## config.mk

```make
export PLATFORM = sky130hd
export DESIGN_NAME = dct4_folded_seq_flat
export DESIGN_NICKNAME = d
export VERILOG_FILES = /design/src/rtl/dct4_folded_seq_if.sv /design/src/rtl/dct4_folded_seq.sv /design/src/flat_wrapper.sv
export SDC_FILE = /design/constraint.sdc
export NUM_CORES = 1
export LEC_CHECK = 0
export ABC_AREA = 1
export CAP_MARGIN = 20
export CORE_ASPECT_RATIO = 0.5
export CORE_MARGIN = 2
export CORE_UTILIZATION = 30
export DETAILED_ROUTE_END_ITERATION = 7
export RECOVER_POWER = 50
export SYNTH_ARGS = -nofsm -noshare
export SYNTH_HDL_FRONTEND = slang
export SYNTH_SLANG_ARGS = --single-unit
```

## constraint.sdc

```tcl
create_clock -name clk -period 7.9 [get_ports clk]
set_input_delay 1.58 -clock clk [delete_from_list [all_inputs] [get_ports clk]]
set_output_delay 1.58 -clock clk [all_outputs]
set_load 0.005 [all_outputs]
```

## src/rtl/dct4_folded_seq_if.sv

```systemverilog
// Handshake and data bundle for the folded 4-point DCT even-coefficient block.
// The master side supplies input vectors and drains results; the slave side is the transform.
interface dct4_folded_seq_if #(
  parameter int DATA_W = 10,
  parameter int OUT_W  = 24
) ();
  logic                     in_valid;
  logic                     in_ready;
  logic signed [DATA_W-1:0] a0;
  logic signed [DATA_W-1:0] a1;
  logic signed [DATA_W-1:0] a2;
  logic signed [DATA_W-1:0] a3;
  logic                     out_valid;
  logic                     out_ready;
  logic signed [OUT_W-1:0]  z0;
  logic signed [OUT_W-1:0]  z2;
  logic signed [OUT_W-1:0]  z4;
  logic signed [OUT_W-1:0]  z6;
  logic                     busy;

  modport master (
    output in_valid, a0, a1, a2, a3, out_ready,
    input  in_ready, out_valid, z0, z2, z4, z6, busy
  );

  modport slave (
    input  in_valid, a0, a1, a2, a3, out_ready,
    output in_ready, out_valid, z0, z2, z4, z6, busy
  );
endinterface

```

## src/rtl/dct4_folded_seq.sv

```systemverilog
// Folded 4-point DCT even-coefficient transform: one signed multiplier and one
// accumulator step through the 4x4 coefficient matrix in 16 MAC cycles per vector.
module dct4_folded_seq #(
  parameter int                        DATA_W = 10,
  parameter int                        COEF_W = 12,
  parameter int                        OUT_W  = DATA_W + COEF_W + 2,
  parameter logic signed [COEF_W-1:0]  C2     = 12'sd1892,
  parameter logic signed [COEF_W-1:0]  C4     = 12'sd1448,
  parameter logic signed [COEF_W-1:0]  C6     = 12'sd783
) (
  input  logic             clk,
  input  logic             rst,
  dct4_folded_seq_if.slave bus
);

  localparam int PROD_W = COEF_W + 1 + DATA_W;

  typedef enum logic [1:0] {IDLE, MAC, DONE} state_t;

  state_t state, state_nx;

  logic        [3:0]        cnt;
  logic        [1:0]        row;
  logic        [1:0]        col;
  logic signed [DATA_W-1:0] smp_p0 [4];
  logic signed [DATA_W-1:0] samp;
  logic signed [OUT_W-1:0]  prod;
  logic signed [OUT_W-1:0]  sum;
  logic signed [OUT_W-1:0]  acc_p1;
  logic signed [OUT_W-1:0]  res0_p1, res1_p1, res2_p1;
  logic signed [OUT_W-1:0]  z0_p2, z2_p2, z4_p2, z6_p2;

  // Coefficients widened by one bit so that negation of any constant is representable.
  function automatic logic signed [COEF_W:0] coef(input logic [1:0] k, input logic [1:0] j);
    logic signed [COEF_W:0] p2, p4, p6;
    logic signed [COEF_W:0] c;
    p2 = {C2[COEF_W-1], C2};
    p4 = {C4[COEF_W-1], C4};
    p6 = {C6[COEF_W-1], C6};
    case ({k, j})
      4'b00_00, 4'b00_01, 4'b00_10, 4'b00_11: c = p4;
      4'b01_00: c = p2;
      4'b01_01: c = p6;
      4'b01_10: c = -p6;
      4'b01_11: c = -p2;
      4'b10_00, 4'b10_11: c = p4;
      4'b10_01, 4'b10_10: c = -p4;
      4'b11_00: c = p6;
      4'b11_01: c = -p2;
      4'b11_10: c = p2;
      default:  c = -p6;
    endcase
    return c;
  endfunction

  function automatic logic signed [OUT_W-1:0] mac_product(input logic signed [COEF_W:0]   c,
                                                          input logic signed [DATA_W-1:0] x);
    logic signed [PROD_W-1:0] p;
    p = c * x;
    return {{(OUT_W-PROD_W){p[PROD_W-1]}}, p};
  endfunction

  assign row = cnt[3:2];
  assign col = cnt[1:0];

  always_comb begin
    samp = smp_p0[col];
    prod = mac_product(coef(row, col), samp);
    sum  = acc_p1 + prod;
  end

  always_ff @(posedge clk) begin
    if (rst) state <= IDLE;
    else     state <= state_nx;
  end

  always_comb begin
    state_nx = state;
    case (state)
      IDLE:    if (bus.in_valid)  state_nx = MAC;
      MAC:     if (cnt == 4'd15)  state_nx = DONE;
      DONE:    if (bus.out_ready) state_nx = IDLE;
      default: state_nx = IDLE;
    endcase
  end

  // p0: sample capture; p1: accumulate one row; p2: publish all four rows at once.
  always_ff @(posedge clk) begin
    if (rst) begin
      cnt     <= '0;
      acc_p1  <= '0;
      res0_p1 <= '0;
      res1_p1 <= '0;
      res2_p1 <= '0;
      z0_p2   <= '0;
      z2_p2   <= '0;
      z4_p2   <= '0;
      z6_p2   <= '0;
      for (int i = 0; i < 4; i++) smp_p0[i] <= '0;
    end else begin
      case (state)
        IDLE: begin
          if (bus.in_valid) begin
            smp_p0[0] <= bus.a0;
            smp_p0[1] <= bus.a1;
            smp_p0[2] <= bus.a2;
            smp_p0[3] <= bus.a3;
            cnt       <= '0;
          end
        end
        MAC: begin
          cnt <= cnt + 4'd1;
          if (col == 2'd0)      acc_p1 <= prod;
          else if (col != 2'd3) acc_p1 <= sum;
          else begin
            case (row)
              2'd0:    res0_p1 <= sum;
              2'd1:    res1_p1 <= sum;
              2'd2:    res2_p1 <= sum;
              default: ;
            endcase
          end
          // Last row is still in flight, so z6 comes straight from the adder.
          if (cnt == 4'd15) begin
            z0_p2 <= res0_p1;
            z2_p2 <= res1_p1;
            z4_p2 <= res2_p1;
            z6_p2 <= sum;
          end
        end
        default: ;
      endcase
    end
  end

  assign bus.in_ready  = (state == IDLE);
  assign bus.busy      = (state == MAC);
  assign bus.out_valid = (state == DONE);
  assign bus.z0        = z0_p2;
  assign bus.z2        = z2_p2;
  assign bus.z4        = z4_p2;
  assign bus.z6        = z6_p2;

endmodule
```

## src/flat_wrapper.sv

```systemverilog
// flat-port wrapper written by rule: the top's interface ports become plain ports
module dct4_folded_seq_flat 
#(
  parameter int                        DATA_W = 10,
  parameter int                        COEF_W = 12,
  parameter int                        OUT_W  = DATA_W + COEF_W + 2,
  parameter logic signed [COEF_W-1:0]  C2     = 12'sd1892,
  parameter logic signed [COEF_W-1:0]  C4     = 12'sd1448,
  parameter logic signed [COEF_W-1:0]  C6     = 12'sd783
)
  (clk, rst, bus_in_valid, bus_a0, bus_a1, bus_a2, bus_a3, bus_out_ready, bus_in_ready, bus_out_valid, bus_z0, bus_z2, bus_z4, bus_z6, bus_busy);
  dct4_folded_seq_if #(.DATA_W(DATA_W), .OUT_W(OUT_W)) bus_i ();
  input  logic clk;
  input  logic rst;
  input wire logic [$bits(bus_i.in_valid)-1:0] bus_in_valid;
  input wire logic [$bits(bus_i.a0)-1:0] bus_a0;
  input wire logic [$bits(bus_i.a1)-1:0] bus_a1;
  input wire logic [$bits(bus_i.a2)-1:0] bus_a2;
  input wire logic [$bits(bus_i.a3)-1:0] bus_a3;
  input wire logic [$bits(bus_i.out_ready)-1:0] bus_out_ready;
  output wire logic [$bits(bus_i.in_ready)-1:0] bus_in_ready;
  output wire logic [$bits(bus_i.out_valid)-1:0] bus_out_valid;
  output wire logic [$bits(bus_i.z0)-1:0] bus_z0;
  output wire logic [$bits(bus_i.z2)-1:0] bus_z2;
  output wire logic [$bits(bus_i.z4)-1:0] bus_z4;
  output wire logic [$bits(bus_i.z6)-1:0] bus_z6;
  output wire logic [$bits(bus_i.busy)-1:0] bus_busy;
  assign bus_i.in_valid = bus_in_valid;
  assign bus_i.a0 = bus_a0;
  assign bus_i.a1 = bus_a1;
  assign bus_i.a2 = bus_a2;
  assign bus_i.a3 = bus_a3;
  assign bus_i.out_ready = bus_out_ready;
  assign bus_in_ready = bus_i.in_ready;
  assign bus_out_valid = bus_i.out_valid;
  assign bus_z0 = bus_i.z0;
  assign bus_z2 = bus_i.z2;
  assign bus_z4 = bus_i.z4;
  assign bus_z6 = bus_i.z6;
  assign bus_busy = bus_i.busy;
  dct4_folded_seq #(.DATA_W(DATA_W), .COEF_W(COEF_W), .OUT_W(OUT_W), .C2(C2), .C4(C4), .C6(C6)) u_core (.clk(clk), .rst(rst), .bus(bus_i));
endmodule
```

Word-level counts from Yosys, hierarchy flattened
Memory sizes are Yosys's and may differ from the RTL's. A register that Yosys moved wholly into a read port is not among the register bits.
Index checks and enable logic that the tools add are counted.
{"block": "op_classes", "muxes": 22, "bitwise": 6, "eq_ne": 9, "reduce_logical": 12, "addsub": 2, "mul": 1}
{"operator": "24-bit 2-to-1 mux", "count": 2}
{"operator": "10-bit 2-to-1 mux", "count": 4}
{"operator": "24-bit by 23-bit adder with 24-bit output", "count": 1}
{"operator": "13-bit by 10-bit multiplier with 23-bit output", "count": 1}
{"operator": "4-bit 2-to-1 mux", "count": 3}
{"operator": "4-bit AND reduction", "count": 3}
{"operator": "2-bit 2-to-1 mux", "count": 5}
{"operator": "4-bit one-hot mux with 2 select lines", "count": 1}
{"operator": "2-bit zero test", "count": 3}
{"operator": "1-bit 2-to-1 mux", "count": 6}
{"operator": "2-bit != test (second input constant)", "count": 3}
{"operator": "2-bit one-hot mux with 3 select lines", "count": 1}
{"operator": "2-bit AND reduction", "count": 3}
{"operator": "4-bit by 1-bit adder with 4-bit output (second input constant)", "count": 1}
{"operator": "2-bit by 1-bit equality test with 1-bit output (second input constant)", "count": 2}
{"operator": "2-bit equality test (second input constant)", "count": 2}
{"operator": "4-bit equality test (second input constant)", "count": 1}
{"operator": "1-bit bitwise OR", "count": 4}
{"operator": "2-bit nonzero test", "count": 2}
{"operator": "3-bit AND reduction", "count": 1}
{"operator": "2-bit by 1-bit != test with 1-bit output (second input constant)", "count": 1}
{"operator": "1-bit inverter", "count": 2}
{"block": "word_totals", "mem_bits_ro": 208, "output_inout_bits": 99, "reg_bits": 198, "mem_bits_rw": 40, "in_bits": 44, "word_cells": 64, "n_memories": 2}
{"memory": "(no name shown)", "words": 16, "word_bits": 13, "read_ports": 1, "rd_clocked_by_memory_dff": 1, "wr": 0, "line": "dct4_folded_seq.sv:40", "rtl": "case ({k, j})"}
{"memory": "u_core.smp_p0", "words": 4, "word_bits": 10, "read_ports": 1, "rd_clocked_by_memory_dff": 1, "wr": 4, "line": "dct4_folded_seq.sv:25", "rtl": "logic signed [DATA_W-1:0] smp_p0 [4];"}

Longest topological paths before layout
Gate-level depths: netlist of run 1.
{"block": "depth", "depth_word": 5, "depth_mapped": 41, "depth_no_buf": 39}

Worst setup path after synthesis of run 1
OpenSTA, ideal clock, no wires.
{"block": "synth_timing", "kind": "register to register", "from": "register (tool-made name)", "to": "register u_core.acc_p1[22]", "synth_period_minus_slack_ns": 6.759, "slack_ns": 1.141, "n_path_buf": 2, "setup_ns": 0.114, "arrival_ns": 6.645, "stages_incl_launch_ff": 36, "required_time_ns": 7.786, "path_cell_list": "dfxtp_1 clkbuf_1 clkbuf_1 nand2_1 nand3_1 nand2_1 inv_1 nand2_1 fa_1 inv_1 fa_1 inv_1 fa_1 inv_1 fa_1 inv_1 fa_1 inv_1 ha_1 a21oi_1 nor2_1 nor2_1 nand2_1 nand4_1 nand2_1 or2_2 nand2_1 inv_1 ha_1 nand2_1 nor4_1 nand3_1 nand4_1 a21oi_1 o21bai_1 inv_1"}
{"item": "to (signal assigned)", "line": "dct4_folded_seq.sv:113", "rtl": "if (col == 2'd0) acc_p1 <= prod;"}
{"item": "to (signal assigned)", "line": "dct4_folded_seq.sv:114", "rtl": "else if (col != 2'd3) acc_p1 <= sum;"}
{"item": "to (decl)", "line": "dct4_folded_seq.sv:29", "rtl": "logic signed [OUT_W-1:0] acc_p1;"}

==> run metrics, run 1 <==
critical path arrival 7.84 ns; Setup TNS 0 ns; CTS Buf Count 25; number of max-slew violations in the final report 82; Final Hold Viols 0; PortBufs 142; RSZ-0062 raised after global routing no; Cells after Synth 2,091; post-synth top area share 0.260; Synth cell types 49; vias in the first global route 13,730; syn_nets 2,331; Area contributors post-synth dfxtp_1 (26%), fa_1 (14%), inv_1 (9.0%); prevailing post-synth register cell dfxtp_1; Clock Root Buffer clkbuf_16; Hold Slack 0.450 ns; Post-CTS Setup Inserts 0; HPWL Detailed 37,300 um; Final nets 2,438; CTS H-tree lvls 1; Sw Share 0.514; most frequent cell on the critical path nand2_1; Power Total 6990 uW; Initial Util 0.302; Core ar. 53,500 um2; part of the power in registers 0.196; yosys warns 0; clock power share 0.192; critical path data required time 8.36 ns; Worst Setup Path Type register to register; status finished, violations left; Worst Skew 0.0233 ns; CTS tree yes; final critical-path required period 7.38 ns; Psw 3590 uW; antenna viol nets, final 0; CTS max path bufs 3; Iteration-0 DRC Markers 1,073; GR Overflow Total 0; Worst Reg-to-Reg Cells 32; Antenna diodes 0; commonest non-fill, non-tap cells in the layout inv_1 (385), nor2_1 (335), nand2_1 (284); Yosys top cell by area dfxtp_1; failing checks capacitance limit, slew limit; Final Cycle Share 0.934; DRT Wirelength 48,700 um; Tightest Hold Check Type register to register; number of synthesized flops with an enable pin 40; combinational share of power 0.612; # Max-Cap Violations 2; Vias 13,831; Tot GR Track Use 0.174; area of the multi-input gates 8870 um2; sequential share of the synthesized area 0.334; layout cells sized above 1 0.0501; die area 55,900 um2; P_int 3400 uW; Fmax 136 MHz; #FFs+latches synth 250; drt first pass iters 6; leading cell type in the layout, fill and taps excluded inv_1; Worst-Margin Slew 2.15 ns; FF/Latch Area 5410 um2; pin count of the biggest net entering global routing 124; Die H 168 um; clk_lat worst skew 0.56 ns; P per Cell Area 366 nW/um2; I/O Pins 143; WHS Path Cells 2; routed len/inst 16.6 um; CP Launch Type register; Clock transition at path regs 0.07 ns; Vias/cell 4.72; slowest CP cell fa_1; Avg Cell Area, Syn 7.74 um2; antenna violations before repair 0; critical path capture point type register; Max stage delay on crit path 0.56 ns; Max rail drop VDD 312 uV; area delta synth->final 18.1%; first-pass GRT wire length 77,500 um; Post-synth ARST share 0; Max FO, Critical Path 10; relative max-transition margin -0.434; Setup-failing EPs final 0; Syn Std Cell Area 16,200 um2; FP Rows 60; flop-to-flop setup slack 0.52 ns; LEAKAGE 0.00949 uW; total clock sinks 250; Remaining DRCs 0; Die X 332 um; fillers 5,609; routability cong. 0.931
worst paths after layout:
check                                       from                              to
setup / recovery                        register  u_core.bus.z6[23]$_SDFFE_PP0P_
hold / removal    u_core.res0_p1[1]$_SDFFE_PP0P_   u_core.bus.z0[1]$_SDFFE_PP0P_
setup reg to reg                        register  u_core.bus.z6[23]$_SDFFE_PP0P_
hold reg to reg   u_core.res0_p1[1]$_SDFFE_PP0P_   u_core.bus.z0[1]$_SDFFE_PP0P_
cell families (layout without fill, tap and decap cells):
kind of cell               Yosys count  count (layout)  share of synthesized area
adders and majority gates          196             196                      0.204
buffers and inverters              477             602                      0.119
DFF                                250             250                      0.334
and+or+nand+nor                    794             794                      0.207
xor gates and xnor gates            17              17                    0.00920
AOI/OAI and AO/OA                  357             357                      0.127
cell type report:
type,count,share of cell area
Multi-Input combinational cell,1364,0.464
Sequential cell,250,0.283
Timing Repair inverter,1,0.000262
Tap cell,713,0.0467
Clock inverter,11,0.0103
Clock buffer,34,0.0371
Timing Repair Buffer,157,0.0798
Inverter,399,0.0788
worst max-delay path, delay by kind of cell (launching register included):
kind            cells  cell delay [ns]
simple gates       18             2.52
compound gates      2             0.58
buf+inv             5             0.58
fa+ha+maj           7             3.18
flops               1             0.43
power groups by stage:
stage                     sequential (uW)  clock, uW  combinational [uW]
final                                1370       1340                4280
after detailed placement             1400          0                4120
after global placement               1400          0                4160
after CTS                            1370       1370                4150
after global routing                 1380       1420                4740
after floorplan                      1390          0                2790
cells in the mapped netlist (all sizes together) (4+ instances only):
library cell,instances
ha,84
a21oi,93
o21ai,168
xor2,10
or2,4
inv,396
buf,37
xnor2,7
nand4,18
o211ai,44
o21bai,20
nand3b,4
o21a,11
dfxtp,210
clkbuf,41
nor3,12
fa,112
a21o,7
edfxtp,40
nand2,292
a22oi,4
nor2,344
nand3,119
state kept, by name (all words and copies together), names as in the netlist, named ones only:
register and flops:
u_core.cnt 4, u_core.bus.z0 24, u_core.res1_p1 24, u_core.smp_p0 40
u_core.bus.z6 24, u_core.state 2, u_core.bus.z2 24, u_core.res2_p1 24
u_core.acc_p1 24, u_core.res0_p1 24, u_core.bus.z4 24
through the flow:
step | instance area [um2] | setup WS [ns] | utilization | std cells
6_report | 19100 | 0.522 | 0.357 | 2929
3_5_place_dp | 18200 | 0.259 | 0.340 | 2883
2_1_floorplan | 16200 | 1.14 | - | 2091
3_3_place_gp | 18200 | 0.214 | 0.340 | 2883
4_1_cts | 19100 | 0.201 | 0.357 | 2928
5_1_grt | 19100 | 0.000451 | 0.357 | 2929
per-layer routing:
metal	share of wire	wire length, um	global-route usage	vias to the layer above
met4	0.023	1100	0.0385	0
met1	0.49	24000	0.252	6643
li1	-	-	-	6786
met3	0.050	2410	0.0255	64
met2	0.43	21100	0.275	338
met5	0	0	0	-
what timing repair did:
action,CTS,global route
hold buffers,0,0
gates resized for setup,0,14
setup endpoints to repair,0,40
Note: power is estimated with default switching activity, not from simulation.
==> run 2, diff against run 1 <==
--- a/config.mk
+++ b/config.mk
@@ -7,10 +7,13 @@
 export LEC_CHECK = 0
 export ABC_AREA = 1
 export CAP_MARGIN = 20
+export CELL_PAD_IN_SITES_DETAIL_PLACEMENT = 1
+export CELL_PAD_IN_SITES_GLOBAL_PLACEMENT = 1
 export CORE_ASPECT_RATIO = 0.5
 export CORE_MARGIN = 2
 export CORE_UTILIZATION = 30
 export DETAILED_ROUTE_END_ITERATION = 7
+export PLACE_DENSITY_LB_ADDON = 0.1
 export RECOVER_POWER = 50
 export SYNTH_ARGS = -nofsm -noshare
 export SYNTH_HDL_FRONTEND = slang
==> run 2 against run 1 <==
- the run still ends with capacitance limit, slew limit left
- power increased by 3.4%
- cell count increased by 0.24%
- sequential share of layout area about the same
- global-route usage increased by 1.7 points
- wire length increased by 7.7%
- clock-buffer cell count decreased by 4
- die area unchanged
- clock skew increased by 0.00093 ns
- critical path type unchanged
==> run metrics, run 2 (synthesis gave the netlist of run 1 again) <==
Max stage delay on crit path 0.57 ns (was 0.56 ns); Die H 168 um (unchanged); largest reg by FF count u_core.smp_p0 (unchanged); GR Layer Usage met3 0.0235 (was 0.0255); routed len/inst 17.9 um (was 16.6 um); Worst Skew 0.0242 ns (was 0.0233 ns); FP Rows 60 (unchanged); P per Cell Area 379 nW/um2 (was 366 nW/um2); Tightest Hold Check Type register to register (unchanged); Initial Util 0.302 (unchanged); number of max-slew violations in the final report 150 (was 82); Iteration-0 DRC Markers 715 (was 1,073); Final Non-Filler Cells 2,936 (was 2,929); leading cell type in the layout, fill and taps excluded inv_1 (unchanged); WHS Path Cells 2 (unchanged); Die X 332 um (unchanged); Final Hold Viols 0 (unchanged); GR Overflow Total 0 (unchanged); CTS max path bufs 3 (unchanged); Worst Setup Path Type register to register (unchanged); critical path data required time 8.37 ns (was 8.36 ns); Remaining DRCs 0 (unchanged); Core ar. 53,500 um2 (unchanged); dpl ws 0.0867 ns (was 0.259 ns); placed instance count 2,891 (was 2,883); Hold Slack 0.447 ns (was 0.450 ns); clk_lat worst skew 0.57 ns (was 0.56 ns); Vias 13,736 (was 13,831); die area 55,900 um2 (unchanged); commonest non-fill, non-tap cells in the layout inv_1 (383), nor2_1 (335), nand2_1 (283) (was inv_1 (385), nor2_1 (335), nand2_1 (284)); Final nets 2,451 (was 2,438); routability cong. 0.856 (was 0.931); total clock sinks 250 (unchanged); CTS H-tree lvls 1 (unchanged); Max FO, Critical Path 20 (was 10); Worst-Margin Slew 2.21 ns (was 2.15 ns); status finished, violations left (unchanged); I/O Pins 143 (unchanged); GRT busiest layer met2 (unchanged); area delta synth->final 18.0% (was 18.1%); first-pass GRT wire length 84,100 um (was 77,500 um); vias in the first global route 14,721 (was 13,730); pin count of the biggest net entering global routing 90 (was 124); Clock Root Buffer clkbuf_16 (unchanged); antenna viol nets, final 0 (unchanged); post-route setup slack 0.501 ns (was 0.522 ns); layout cells sized above 1 0.0563 (was 0.0501); critical path arrival 7.87 ns (was 7.84 ns); slowest CP cell fa_1 (unchanged); met1 GRT Util 0.267 (was 0.252); Setup TNS 0 ns (unchanged); CTS Buf Count 26 (was 25); FF/Latch Area 5410 um2 (unchanged); PortBufs 142 (unchanged); Final Cycle Share 0.937 (was 0.934); antenna violations before repair 3 (was 0); Worst Reg-to-Reg Cells 36 (was 32); relative max-transition margin -0.483 (was -0.434); Fmax 135 MHz (was 136 MHz); CP Launch Type register (unchanged); Global Route met2 Usage 0.324 (was 0.275); area of the multi-input gates 8880 um2 (was 8870 um2); LEAKAGE 0.00950 uW (was 0.00949 uW); fillers 6,459 (was 5,609); drt first pass iters 4 (was 6); final critical-path required period 7.40 ns (was 7.38 ns); RSZ-0062 raised after global routing no (unchanged); DRT Wirelength 52,400 um (was 48,700 um); Setup-failing EPs final 0 (unchanged); Max rail drop VDD 338 uV (was 312 uV); critical path capture point type register (unchanged); DP Area 18,300 um2 (was 18,200 um2); Tot GR Track Use 0.192 (was 0.174); # Max-Cap Violations 3 (was 2); post-layout instance area 19,100 um2 (about the same); failing checks capacitance limit, slew limit (unchanged); Post-CTS Hold Buffers 0 (unchanged); Clock transition at path regs 0.06 ns (was 0.07 ns); number of flip-flops in the largest register 40 (unchanged); Vias/cell 4.68 (was 4.72); HPWL Detailed 40,100 um (was 37,300 um); CTS tree yes (unchanged)
run 2: cell types whose count changed in the layout (fill, tap and decap cells not counted), sizes merged:
cell           change
dlygate4sd3        +7
diode              +1
bufinv             -5
clkinv             +8
clkdlybuf4s50      -7
inv                -2
buf               +12
clkbuf             -4
clkinvlp           -3
run 2: area by class of cell:
cell class                 instances  share of cell area
timing repair buffer             169              0.0853
antenna                            1            0.000131
sequential                       250               0.283
clock buffer                      30              0.0359
clock inverter                     9             0.00400
timing repair inverter             1            0.000262
inverter                         399              0.0789
multi-input combinational       1364               0.465
tap                              713              0.0468
run 2: report_power, final:
| group | leakage (uW) | internal, uW | switching (uW) | total (uW) |
|---|---|---|---|---|
| Clock | 0.000378 | 618 | 533 | 1150 |
| Sequential | 0.00213 | 1340 | 27.5 | 1370 |
| Combinational | 0.00700 | 1400 | 3300 | 4700 |
| Total | 0.00950 | 3360 | 3860 | 7230 |
run 2: metrics by stage:
step / util / power (uW)
after floorplan: - / 4180
after global placement: 0.341 / 6020
after detailed placement: 0.341 / 6020
after CTS: 0.355 / 7230
after global routing: 0.356 / 7890
final: 0.356 / 7230
run 2: metal layers:
metal | part of all wire | vias up
met2 | 0.46 | 149
met1 | 0.49 | 6743
met3 | 0.028 | 49
met4 | 0.014 | 0
li1 | - | 6795
met5 | 0 | -
run 2: repair_timing:
item / CTS / global route
endpoints found under the setup margin: 0 / 52
setup buffers: 0 / 4
gates resized for setup: 0 / 21
run 2: critical path: cells and delay by family, from the launching register on:
family,cells,cell delay (ns)
simple gates,15,1.95
flops,1,0.38
xor+xnor,1,0.20
compound gates,3,0.53
fa+ha+maj,7,3.46
buf+inv,10,0.81
run 2: worst paths after layout:
check / start / endpoint / slack [ns]
setup / recovery: register / u_core.bus.z6[23]$_SDFFE_PP0P_ / 0.50
hold / removal: u_core.res0_p1[1]$_SDFFE_PP0P_ / u_core.bus.z0[1]$_SDFFE_PP0P_ / 0.45
setup reg to reg: register / u_core.bus.z6[23]$_SDFFE_PP0P_ / 0.50
hold reg to reg: u_core.res0_p1[1]$_SDFFE_PP0P_ / u_core.bus.z0[1]$_SDFFE_PP0P_ / 0.45
==> run 3, diff against run 2 <==
--- a/config.mk
+++ b/config.mk
@@ -11,7 +11,7 @@
 export CELL_PAD_IN_SITES_GLOBAL_PLACEMENT = 1
 export CORE_ASPECT_RATIO = 0.5
 export CORE_MARGIN = 2
-export CORE_UTILIZATION = 30
+export CORE_UTILIZATION = 44
 export DETAILED_ROUTE_END_ITERATION = 7
 export PLACE_DENSITY_LB_ADDON = 0.1
 export RECOVER_POWER = 50
==> run 3 against run 2 <==
- the flow still finishes with violations (capacitance limit, slew limit)
- power shrank 4.1%
- combinational power fell by 7.7%
- die area shrank 31%
- critical path depth down 3
- utilization increased by 16 points
- highest routed layer unchanged
- flip-flop and latch count did not move
- critical endpoint is now u_core.acc_p1[20]$_SDFFE_PP0P_
- non-clock buffer count fell by 3
- global-route usage increased by 7.3 points
- wire length fell by 5.5%
==> run metrics, run 3 (synthesis gave the netlist of run 1 again) <==
most frequent cell on the critical path inv_1; Worst Skew 0.0273 ns (was 0.0242 ns); Final nets 2,445 (was 2,451); Final Non-Filler Cells 2,707 (was 2,936); routed len/inst 18.3 um (was 17.9 um); failing checks capacitance limit, slew limit (unchanged); Clock Root Buffer clkbuf_16 (unchanged); critical path capture point type register (unchanged); antenna viol nets, final 0 (unchanged); combinational share of power 0.627 (was 0.651); Final Hold Viols 0 (unchanged); Initial Util 0.449 (was 0.302); Worst Setup Path Type register to register (unchanged); total clock sinks 250 (unchanged); Setup TNS 0 ns (unchanged); Tot GR Track Use 0.264 (was 0.192); slowest CP cell fa_1 (unchanged); # Max-Cap Violations 2 (was 3); pin count of the biggest net entering global routing 98 (was 90); HPWL Detailed 37,200 um (was 40,100 um); commonest non-fill, non-tap cells in the layout inv_1 (383), nor2_1 (338), nand2_1 (282) (was inv_1 (383), nor2_1 (335), nand2_1 (283)); Vias/cell 5.18 (was 4.68); relative max-transition margin -0.403 (was -0.483); logic depth of the worst setup path including buffers 33 (was 36); Remaining DRCs 0 (unchanged); layout cells sized above 1 0.0531 (was 0.0563); number of max-slew violations in the final report 82 (was 150); Vias 14,025 (was 13,736); PortBufs 142 (unchanged); critical path data required time 8.33 ns (was 8.37 ns); clock power share 0.175 (was 0.159); final critical-path required period 7.49 ns (was 7.40 ns); Crit path buffers/inverters 8 (was 10); DRT Wirelength 49,500 um (was 52,400 um); FP Rows 49 (was 60); Post-CTS Hold Buffers 0 (unchanged); flop-to-flop setup slack 0.41 ns (was 0.50 ns); placed instance count 2,656 (was 2,891); Iteration-0 DRC Markers 765 (was 715); Sw Share 0.530 (was 0.534); Die H 140 um (was 168 um); WHS Path Cells 2 (unchanged); antenna violations before repair 2 (was 3); LEAKAGE 0.00952 uW (was 0.00950 uW); Clock transition at path regs 0.07 ns (was 0.06 ns); area delta synth->final 16.2% (was 18.0%); routability cong. 0.925 (was 0.856); largest reg by FF count u_core.smp_p0 (unchanged); clk_lat worst skew 0.57 ns (about the same); die area 38,400 um2 (was 55,900 um2); Fmax 133 MHz (was 135 MHz); CTS tree yes (unchanged); Final Cycle Share 0.949 (was 0.937); GR Overflow Total 0 (unchanged); first-pass GRT wire length 80,100 um (was 84,100 um); CTS Buf Count 24 (was 26); Max FO, Critical Path 8 (was 20); Max rail drop VDD 348 uV (was 338 uV); part of the power in registers 0.198 (was 0.190); vias in the first global route 14,694 (was 14,721); CP Launch Type register (unchanged); Worst-Margin Slew 2.10 ns (was 2.21 ns); leading cell type in the layout, fill and taps excluded inv_1 (unchanged); Hold Slack 0.460 ns (was 0.447 ns); P per Cell Area 369 nW/um2 (was 379 nW/um2); CTS max path bufs 3 (unchanged); kind of cell adding the most delay to the critical path adder cells (unchanged); Psw 3670 uW (was 3860 uW); Die X 275 um (was 332 um); CTS H-tree lvls 1 (unchanged); status finished, violations left (unchanged); Max stage delay on crit path 0.63 ns (was 0.57 ns); number of flip-flops in the largest register 40 (unchanged); Antenna diodes 0 (was 1); drt first pass iters 5 (was 4); critical path arrival 7.92 ns (was 7.87 ns); Setup-failing EPs final 0 (unchanged); Tightest Hold Check Type register to register (unchanged); Worst Reg-to-Reg Cells 33 (was 36); Core ar. 36,000 um2 (was 53,500 um2); I/O Pins 143 (unchanged); P_int 3260 uW (was 3360 uW)
run 3: cell types whose count changed in the layout (fill, tap and decap cells not counted), sizes merged:
cell / previous run / this run
clkinv: 12 / 9
buf: 26 / 20
diode: 1 / 0
bufinv: 0 / 1
clkbuf: 32 / 40
inv: 394 / 395
run 3: what timing repair did:
item                       in CTS  in global routing
resized for setup               0                 16
setup endpoints to repair       0                 49
setup buffers                   0                  7
run 3: power groups by stage:
| stage | Clock, uW | Combinational [uW] | Sequential [uW] |
|---|---|---|---|
| 6_report | 1210 | 4340 | 1370 |
| 2_1_floorplan | 0 | 2790 | 1390 |
| 4_1_cts | 1230 | 4280 | 1370 |
| 3_3_place_gp | 0 | 4160 | 1400 |
| 5_1_grt | 1280 | 4830 | 1380 |
| 3_5_place_dp | 0 | 4230 | 1400 |
run 3: worst register-to-register path, delay by kind of cell, from the launching register on:
kind | cells | cell delay [ns]
AOI/OAI and AO/OA | 4 | 0.63
DFF | 1 | 0.38
and+or+nand+nor | 14 | 2.15
buffers and inverters | 8 | 0.87
adders and majority gates | 7 | 3.33
run 3: layer usage:
layer,global-route usage,vias to the layer above,wire length [um]
met5,0,-,0
met4,0.0612,0,958
met3,0.0350,66,2520
met2,0.438,272,23300
met1,0.368,6891,22800
li1,-,6796,-
run 3: layout make-up:
type                            instances  area, um2
Tap cell                              484        606
Multi-Input combinational cell       1364       8860
Fill cell                            4507      17300
Inverter                              399       1510
Clock inverter                          9        103
Clock buffer                           35        713
Sequential cell                       250       5410
Timing Repair Buffer                  166       1590
run 3: per-stage QoR:
stage / cell area [um2] / util / setup slack, ns / power, uW
final: 18800 / 0.521 / 0.405 / 6930
after global placement: 17900 / 0.497 / 0.303 / 5550
after detailed placement: 17900 / 0.497 / 0.147 / 5630
after global routing: 18800 / 0.521 / -0.0399 / 7490
after floorplan: 16200 / - / 1.14 / 4180
after CTS: 18700 / 0.520 / 0.125 / 6880
run 3: final timing paths:
check,from,endpoint
max reg2reg,register,u_core.acc_p1[20]$_SDFFE_PP0P_
min,u_core.res0_p1[1]$_SDFFE_PP0P_,u_core.bus.z0[1]$_SDFFE_PP0P_
min reg2reg,u_core.res0_p1[1]$_SDFFE_PP0P_,u_core.bus.z0[1]$_SDFFE_PP0P_
max,register,u_core.acc_p1[20]$_SDFFE_PP0P_
